**src/rtl/xosera_intr_ctrl.sv**
```systemverilog
`default_nettype none
// ============================================================================
// Module   : xosera_intr_ctrl
// Brief    : Parametrised interrupt controller: sticky per-source status with
//            strobe/edge capture, mask, priority ID and one-cycle bus strobe.
//            Define INTR_HOLDOFF_EN to compile in interrupt coalescing.
// Revision : 1.0 - initial release
// ============================================================================
module xosera_intr_ctrl #(
  parameter int  NUM_SRC   = 4,
  parameter int  HOLDOFF_W = 8,
  localparam int ID_W      = (NUM_SRC > 1) ? $clog2(NUM_SRC) : 1
) (
  input  logic                 clk,
  input  logic                 reset_i,
  input  logic [NUM_SRC-1:0]   intr_signal_i,
  input  logic [NUM_SRC-1:0]   intr_edge_i,
  input  logic [NUM_SRC-1:0]   intr_mask_i,
  input  logic [NUM_SRC-1:0]   intr_clear_i,
  input  logic [NUM_SRC-1:0]   intr_force_i,
`ifdef INTR_HOLDOFF_EN
  input  logic [HOLDOFF_W-1:0] intr_holdoff_i,
`endif
  output logic [NUM_SRC-1:0]   intr_status_o,
  output logic [NUM_SRC-1:0]   intr_pending_o,
  output logic                 intr_any_o,
  output logic [ID_W-1:0]      intr_id_o,
  output logic                 bus_intr_o
);

  if (NUM_SRC < 1 || NUM_SRC > 16 || HOLDOFF_W < 1) begin : g_param_check
    $error("xosera_intr_ctrl: parameter out of range");
  end

  logic [NUM_SRC-1:0] r_prev;
  logic [NUM_SRC-1:0] r_mask_q;
  logic [NUM_SRC-1:0] r_status;
  logic               r_bus_intr;

  logic [NUM_SRC-1:0] w_event;
  logic [NUM_SRC-1:0] w_new;
  logic [NUM_SRC-1:0] w_unmask;
  logic [NUM_SRC-1:0] w_pending;
  logic               w_any;
  logic [ID_W-1:0]    w_id;
  logic               w_req;
  logic               w_pulse;

  assign w_event  = intr_signal_i & (~intr_edge_i | ~r_prev);
  // Only a 0->1 status transition or an unmask of a held bit is news to the CPU
  assign w_new    = (w_event | intr_force_i) & ~r_status;
  assign w_unmask = r_status & intr_mask_i & ~r_mask_q;
  assign w_req    = |((w_new | w_unmask) & intr_mask_i & ~intr_clear_i);

  assign w_pending = r_status & intr_mask_i;
  assign w_any     = |w_pending;

  always_comb begin
    w_id = '0;
    for (int i = NUM_SRC - 1; i >= 0; i--) begin
      if (w_pending[i]) w_id = ID_W'(i);
    end
  end

  // History loads during reset so a source already high at release stays quiet
  always_ff @(posedge clk) begin
    r_prev   <= intr_signal_i;
    r_mask_q <= intr_mask_i;
    if (reset_i) begin
      r_status   <= '0;
      r_bus_intr <= 1'b0;
    end else begin
      r_status   <= (r_status | w_event | intr_force_i) & ~intr_clear_i;
      r_bus_intr <= w_pulse;
    end
  end

`ifdef INTR_HOLDOFF_EN
  logic [HOLDOFF_W-1:0] r_holdoff_cnt;
  logic                 r_deferred;
  logic                 w_cnt_zero;

  assign w_cnt_zero = (r_holdoff_cnt == '0);
  assign w_pulse    = w_cnt_zero & (w_req | (r_deferred & w_any));

  always_ff @(posedge clk) begin
    if (reset_i) begin
      r_holdoff_cnt <= '0;
      r_deferred    <= 1'b0;
    end else if (w_pulse) begin
      r_holdoff_cnt <= intr_holdoff_i;
      r_deferred    <= 1'b0;
    end else begin
      if (!w_cnt_zero) r_holdoff_cnt <= r_holdoff_cnt - 1'b1;
      // A request here can only happen inside the holdoff window
      if (w_req)       r_deferred <= 1'b1;
      else if (!w_any) r_deferred <= 1'b0;
    end
  end
`else
  assign w_pulse = w_req;
`endif

  assign intr_status_o  = r_status;
  assign intr_pending_o = w_pending;
  assign intr_any_o     = w_any;
  assign intr_id_o      = w_id;
  assign bus_intr_o     = r_bus_intr;

endmodule
`default_nettype wire

```
**config.mk**
```make
export PLATFORM = sky130hd
export DESIGN_NAME = xosera_intr_ctrl
export DESIGN_NICKNAME = d
export VERILOG_FILES = /design/src/rtl/xosera_intr_ctrl.sv
export SDC_FILE = /design/constraint.sdc
export NUM_CORES = 1
export LEC_CHECK = 0
export BUFFER_PORTS_ARGS = -buffer_cell sky130_fd_sc_hd__buf_4
export CORE_UTILIZATION = 27
export CTS_CLUSTER_DIAMETER = 50
export CTS_CLUSTER_SIZE = 10
export DETAILED_ROUTE_END_ITERATION = 7
export PLACE_DENSITY = 0.71
export SLEW_MARGIN = 20
export SYNTH_ARGS = -nofsm -noshare
export SYNTH_HDL_FRONTEND = slang
export SYNTH_SLANG_ARGS = --single-unit
```
**constraint.sdc**
```tcl
create_clock -name clk -period 1.08 [get_ports clk]
set_input_delay 0.108 -clock clk [delete_from_list [all_inputs] [get_ports clk]]
set_output_delay 0.108 -clock clk [all_outputs]
set_load 0.03 [all_outputs]
```
==> results.md <==
Status:
- The run finished, with violations left.
- The final reports fail on setup timing.

CTS:
- In this run the deepest clock path goes through 2 buffers.
- The maximum level of the CTS H-tree is 1.
- For the worst-skew pair, the clock arrives at the later sink with an insertion delay of 0.28 ns.
- The clock net in this run drives a total of 13 sinks.
- Clock tree synthesis inserted a total of 3 buffers.
- The register clock-pin slew on the reported worst setup and hold paths is 0.08 ns.
- The CTS tree is yes.
- The root cell of the clock tree is sky130_fd_sc_hd__clkbuf_4.

Timing:
- The transition time at the pin with the least slew margin is 0.322 ns.
- On the final layout, the worst clock skew is 0.00432 ns.
- Setup repair after global routing could not meet its margin everywhere.
- The total count of hold-check failures in the final report is 0.
- Measured against its own limit, the worst slew margin works out to 0.784.
- Setup violations remaining at the end of the flow were counted as 8.
- Dividing the final minimum period by the clock period gives 1.41.
- The number of pins exceeding their max-slew limit in the final report was 0.
- The worst path in the final design needs a cycle of 1.52 ns, including I/O delays and setup.
- The slack of the critical path is -0.445 ns.
- The peak clock frequency supported by timing is 656 MHz.

Pwr:
- VDD sags by at most 0.830 mV.
- The combinational share of power is 0.301.
- The design draws 0.00118 W.
- Of the total power, the clock network draws 0.260.
- The switching fraction of total power is 0.280.
- For this design the static power due to leakage is 0.546 nW.
- Internal power comes to 0.000852 W.
- The sequential group share of total power is 0.439.
- For this design the ratio of total power to cell area is 1050 mW/mm².
- The reported net switching power is 0.000331 W.

Die:
- The full die area is 0.00187 mm².
- The floorplan step defined a core boundary enclosing 0.00154 mm².
- The initial utilization of the core area, before any placement, comes to 0.299.
- The count of boundary I/O pins is 34.
- From left edge to right edge, the die measures 43.3 µm.
- From bottom edge to top edge, the die measures 43.3 µm.
- Row generation in the floorplan step produced 14 rows.

Setup path:
- The slowest stage of the critical path belongs to the cell sky130_fd_sc_hd__or4_4.
- The startpoint of the worst register-to-register path is intr_status_o[2]$_SDFF_PP0_.
- The combined buffer and inverter count along the critical path is 1.
- The capturing point of the worst reg2reg path is bus_intr_o$_SDFF_PP0_.
- The longest individual stage delay on the worst path is 0.52 ns.
- The type of origin of the critical path is a flop.
- STA puts the critical path data required time at 0.97 ns.
- Counting buffers and inverters, the worst setup path is 3 cells deep.
- The worst register-to-register path has a depth of 5.
- The minimum setup slack among reg-to-reg paths is -0.20 ns.
- The most critical setup path has its startpoint at intr_status_o[0]$_SDFF_PP0_.
- The capture point of the worst path is intr_any_o.
- The classification of the worst setup path is reg -> out.
- Among cell families on the critical path, the largest total delay comes from simple AND/OR/NAND/NOR gates.
- The signal on the critical path passes through and2_4 > or4_4 > buf_6.
- In this run the worst path has a maximum fanout of 2.
- The worst setup path is captured at an output port.
- For the worst setup path, the data arrival time is 1.42 ns.

Run:
- Across the run, the number of max-cap violations was 0.

Final layout:
- At the end of the flow, the number of nets in the layout was 137.
- The count of inserted antenna diode cells is 0.
- The number of standard cells in the layout, taps in and fillers out is 130.
- The library cell used most frequently in the layout, excluding fill and tap cells, is sky130_fd_sc_hd__buf_4.
- The library cells used most frequently in the layout, excluding fill and tap cells, are 34 x sky130_fd_sc_hd__buf_4, 17 x sky130_fd_sc_hd__buf_6, 10 x sky130_fd_sc_hd__dlygate4sd3_1.
- Of the cells placed in the final design, the portion with a size suffix greater than 1 is 0.640.
- From synthesis to final layout, the design area changed by 144%.

Drt:
- The wire length after detailed routing is 1670 µm.
- The detail-routed net length per standard cell is 12.8 µm.
- Before antenna repair, the detailed router went through 4 iterations.
- The total via count in the routed design is 617.
- In the routed design, unresolved DRC markers number 0.
- Dividing the detail-routed via count by the number of cells gives 4.75.
- The detail route stage leaves a number of antenna-violating nets equal to 0.
- The first-iteration detailed-routing DRC count is 13.

Logic synthesis:
- The sequential element share of the synthesized area is 0.565.
- The unique cell type count in the Yosys netlist is 17.
- The number of synthesis warnings is 0.
- The flip-flop and latch count after synthesis is 13.
- The synthesized netlist occupies a cell area of 460 µm².
- The synthesized instance count is 49.
- Each instance of the synthesized netlist takes up on average 9.40 µm².
- The number of nets handed over by synthesis was 71.

Place:
- The congestion estimate from routability-driven global placement came to 0.701.
- Summed over all nets, the half-perimeter wirelength after detailed placement is 1000 µm.
- The cell count after placement is 110.
- The count of input and output buffers is 33.

GRT:
- The global-route track usage on met1 is 0.202.
- The aggregate global routing overflow is 0.
- In the global route stage, met3 resource usage came out at 0.0426.
- The global-route wire length before repair is 2530 µm.
- Across every metal layer, demand over resource in global routing totals 0.188.
- The busiest metal layer after global routing is met2.
- The number of antenna violations at the first check in global routing is 0.
- The via count of the first global-routing pass is 615.
- Entering global routing, the biggest net connects 8 pins.
- The global-route track usage on met2 is 0.307.

Hold path:
- The min-delay analysis places its worst path in the category in -> reg.
==> Yosys cell counts <==
cell type	number	area (µm²)
sky130_fd_sc_hd__and2_4	2	17.5
sky130_fd_sc_hd__or4_4	1	11.3
sky130_fd_sc_hd__or3_1	2	12.5
sky130_fd_sc_hd__o21ai_0	1	5.00
sky130_fd_sc_hd__o2111ai_1	1	8.76
sky130_fd_sc_hd__inv_1	3	11.3
sky130_fd_sc_hd__nand2_1	11	41.3
sky130_fd_sc_hd__a211oi_1	4	30.0
sky130_fd_sc_hd__nor3_1	3	15.0
sky130_fd_sc_hd__a31oi_1	1	6.26
sky130_fd_sc_hd__o31a_1	1	8.76
sky130_fd_sc_hd__or2_0	1	6.26
sky130_fd_sc_hd__nor2_1	2	7.51
sky130_fd_sc_hd__a21boi_0	1	7.51
sky130_fd_sc_hd__a21oi_1	1	5.00
sky130_fd_sc_hd__dfxtp_1	13	260
sky130_fd_sc_hd__nand2_2	1	6.26
==> power by group through the flow <==
stage          Clock, W  Sequential (W)  Combinational [W]
2_1_floorplan         0        0.000553          0.0000898
3_3_place_gp          0        0.000526           0.000262
3_5_place_dp          0        0.000527           0.000265
4_1_cts        0.000312        0.000515           0.000335
5_1_grt        0.000345        0.000522           0.000377
6_report       0.000308        0.000520           0.000356
==> final cells by class <==
| cell class | count | area, µm² |
|---|---|---|
| sequential | 13 | 270 |
| clock buffer | 4 | 26.3 |
| multi-input combinational | 33 | 248 |
| timing repair buffer | 61 | 547 |
| inverter | 3 | 13.8 |
| tap | 16 | 20.0 |
| fill | 109 | 417 |
==> sequential cells by signal, summed over array words and instances, names as in the netlist <==
name	flops
r_mask_q	4
r_prev	4
intr_status_o	4
bus_intr_o	1
==> worst reg2reg max path, stage by stage (launching register included) <==
cell                        delay (ns)
sky130_fd_sc_hd__dfxtp_4          0.36
sky130_fd_sc_hd__buf_6            0.11
sky130_fd_sc_hd__or2_4            0.22
sky130_fd_sc_hd__o2111ai_2        0.18
sky130_fd_sc_hd__o31a_1           0.19
sky130_fd_sc_hd__a31oi_2          0.10
==> worst min-delay path by stage <==
stage | cells after the start | endpoint | from
finish | 2 | intr_status_o[2]$_SDFF_PP0_ | reset_i
global route | 2 | intr_status_o[2]$_SDFF_PP0_ | reset_i
CTS | 2 | intr_status_o[2]$_SDFF_PP0_ | reset_i
detailed placement | 1 | r_prev[2]$_DFF_P_ | intr_signal_i[2]
global placement | 1 | r_prev[2]$_DFF_P_ | intr_signal_i[2]
floorplan | 0 | r_mask_q[0]$_DFF_P_ | intr_mask_i[0]
==> per-layer routing <==
layer	up-vias	routed length, µm
met4	0	53
met3	6	87
met5	-	0
met1	285	620
met2	25	905
li1	301	-
==> stage by stage <==
stage / area, µm² / setup WS [ns] / TNS [ns] / hold WS (ns) / utilization
floorplan: 483 / -0.206 / -0.310 / 0.136 / -
global placement: 841 / -0.138 / -0.167 / 0.220 / 0.545
detailed placement: 841 / -0.149 / -0.199 / 0.224 / 0.545
CTS: 1080 / -0.437 / -1.49 / 0.00667 / 0.702
global route: 1120 / -0.489 / -2.20 / 0.0169 / 0.730
finish: 1120 / -0.445 / -1.80 / 0.0231 / 0.730
==> logic make-up after synthesis <==
kind of cell | Yosys count | share of synthesized area
buffers and inverters | 3 | 0.0245
AO/OA/AOI/OAI | 10 | 0.155
flip-flops | 13 | 0.565
AND/OR/NAND/NOR | 23 | 0.255
==> what timing repair did <==
item                       CTS  global route
pin swaps                    3             5
resized for setup           21            11
hold endpoints to repair    10             0
hold buffers                10             0
setup endpoints to repair    8            11
setup buffers                5             3
Power figures use the tool's default switching activity.
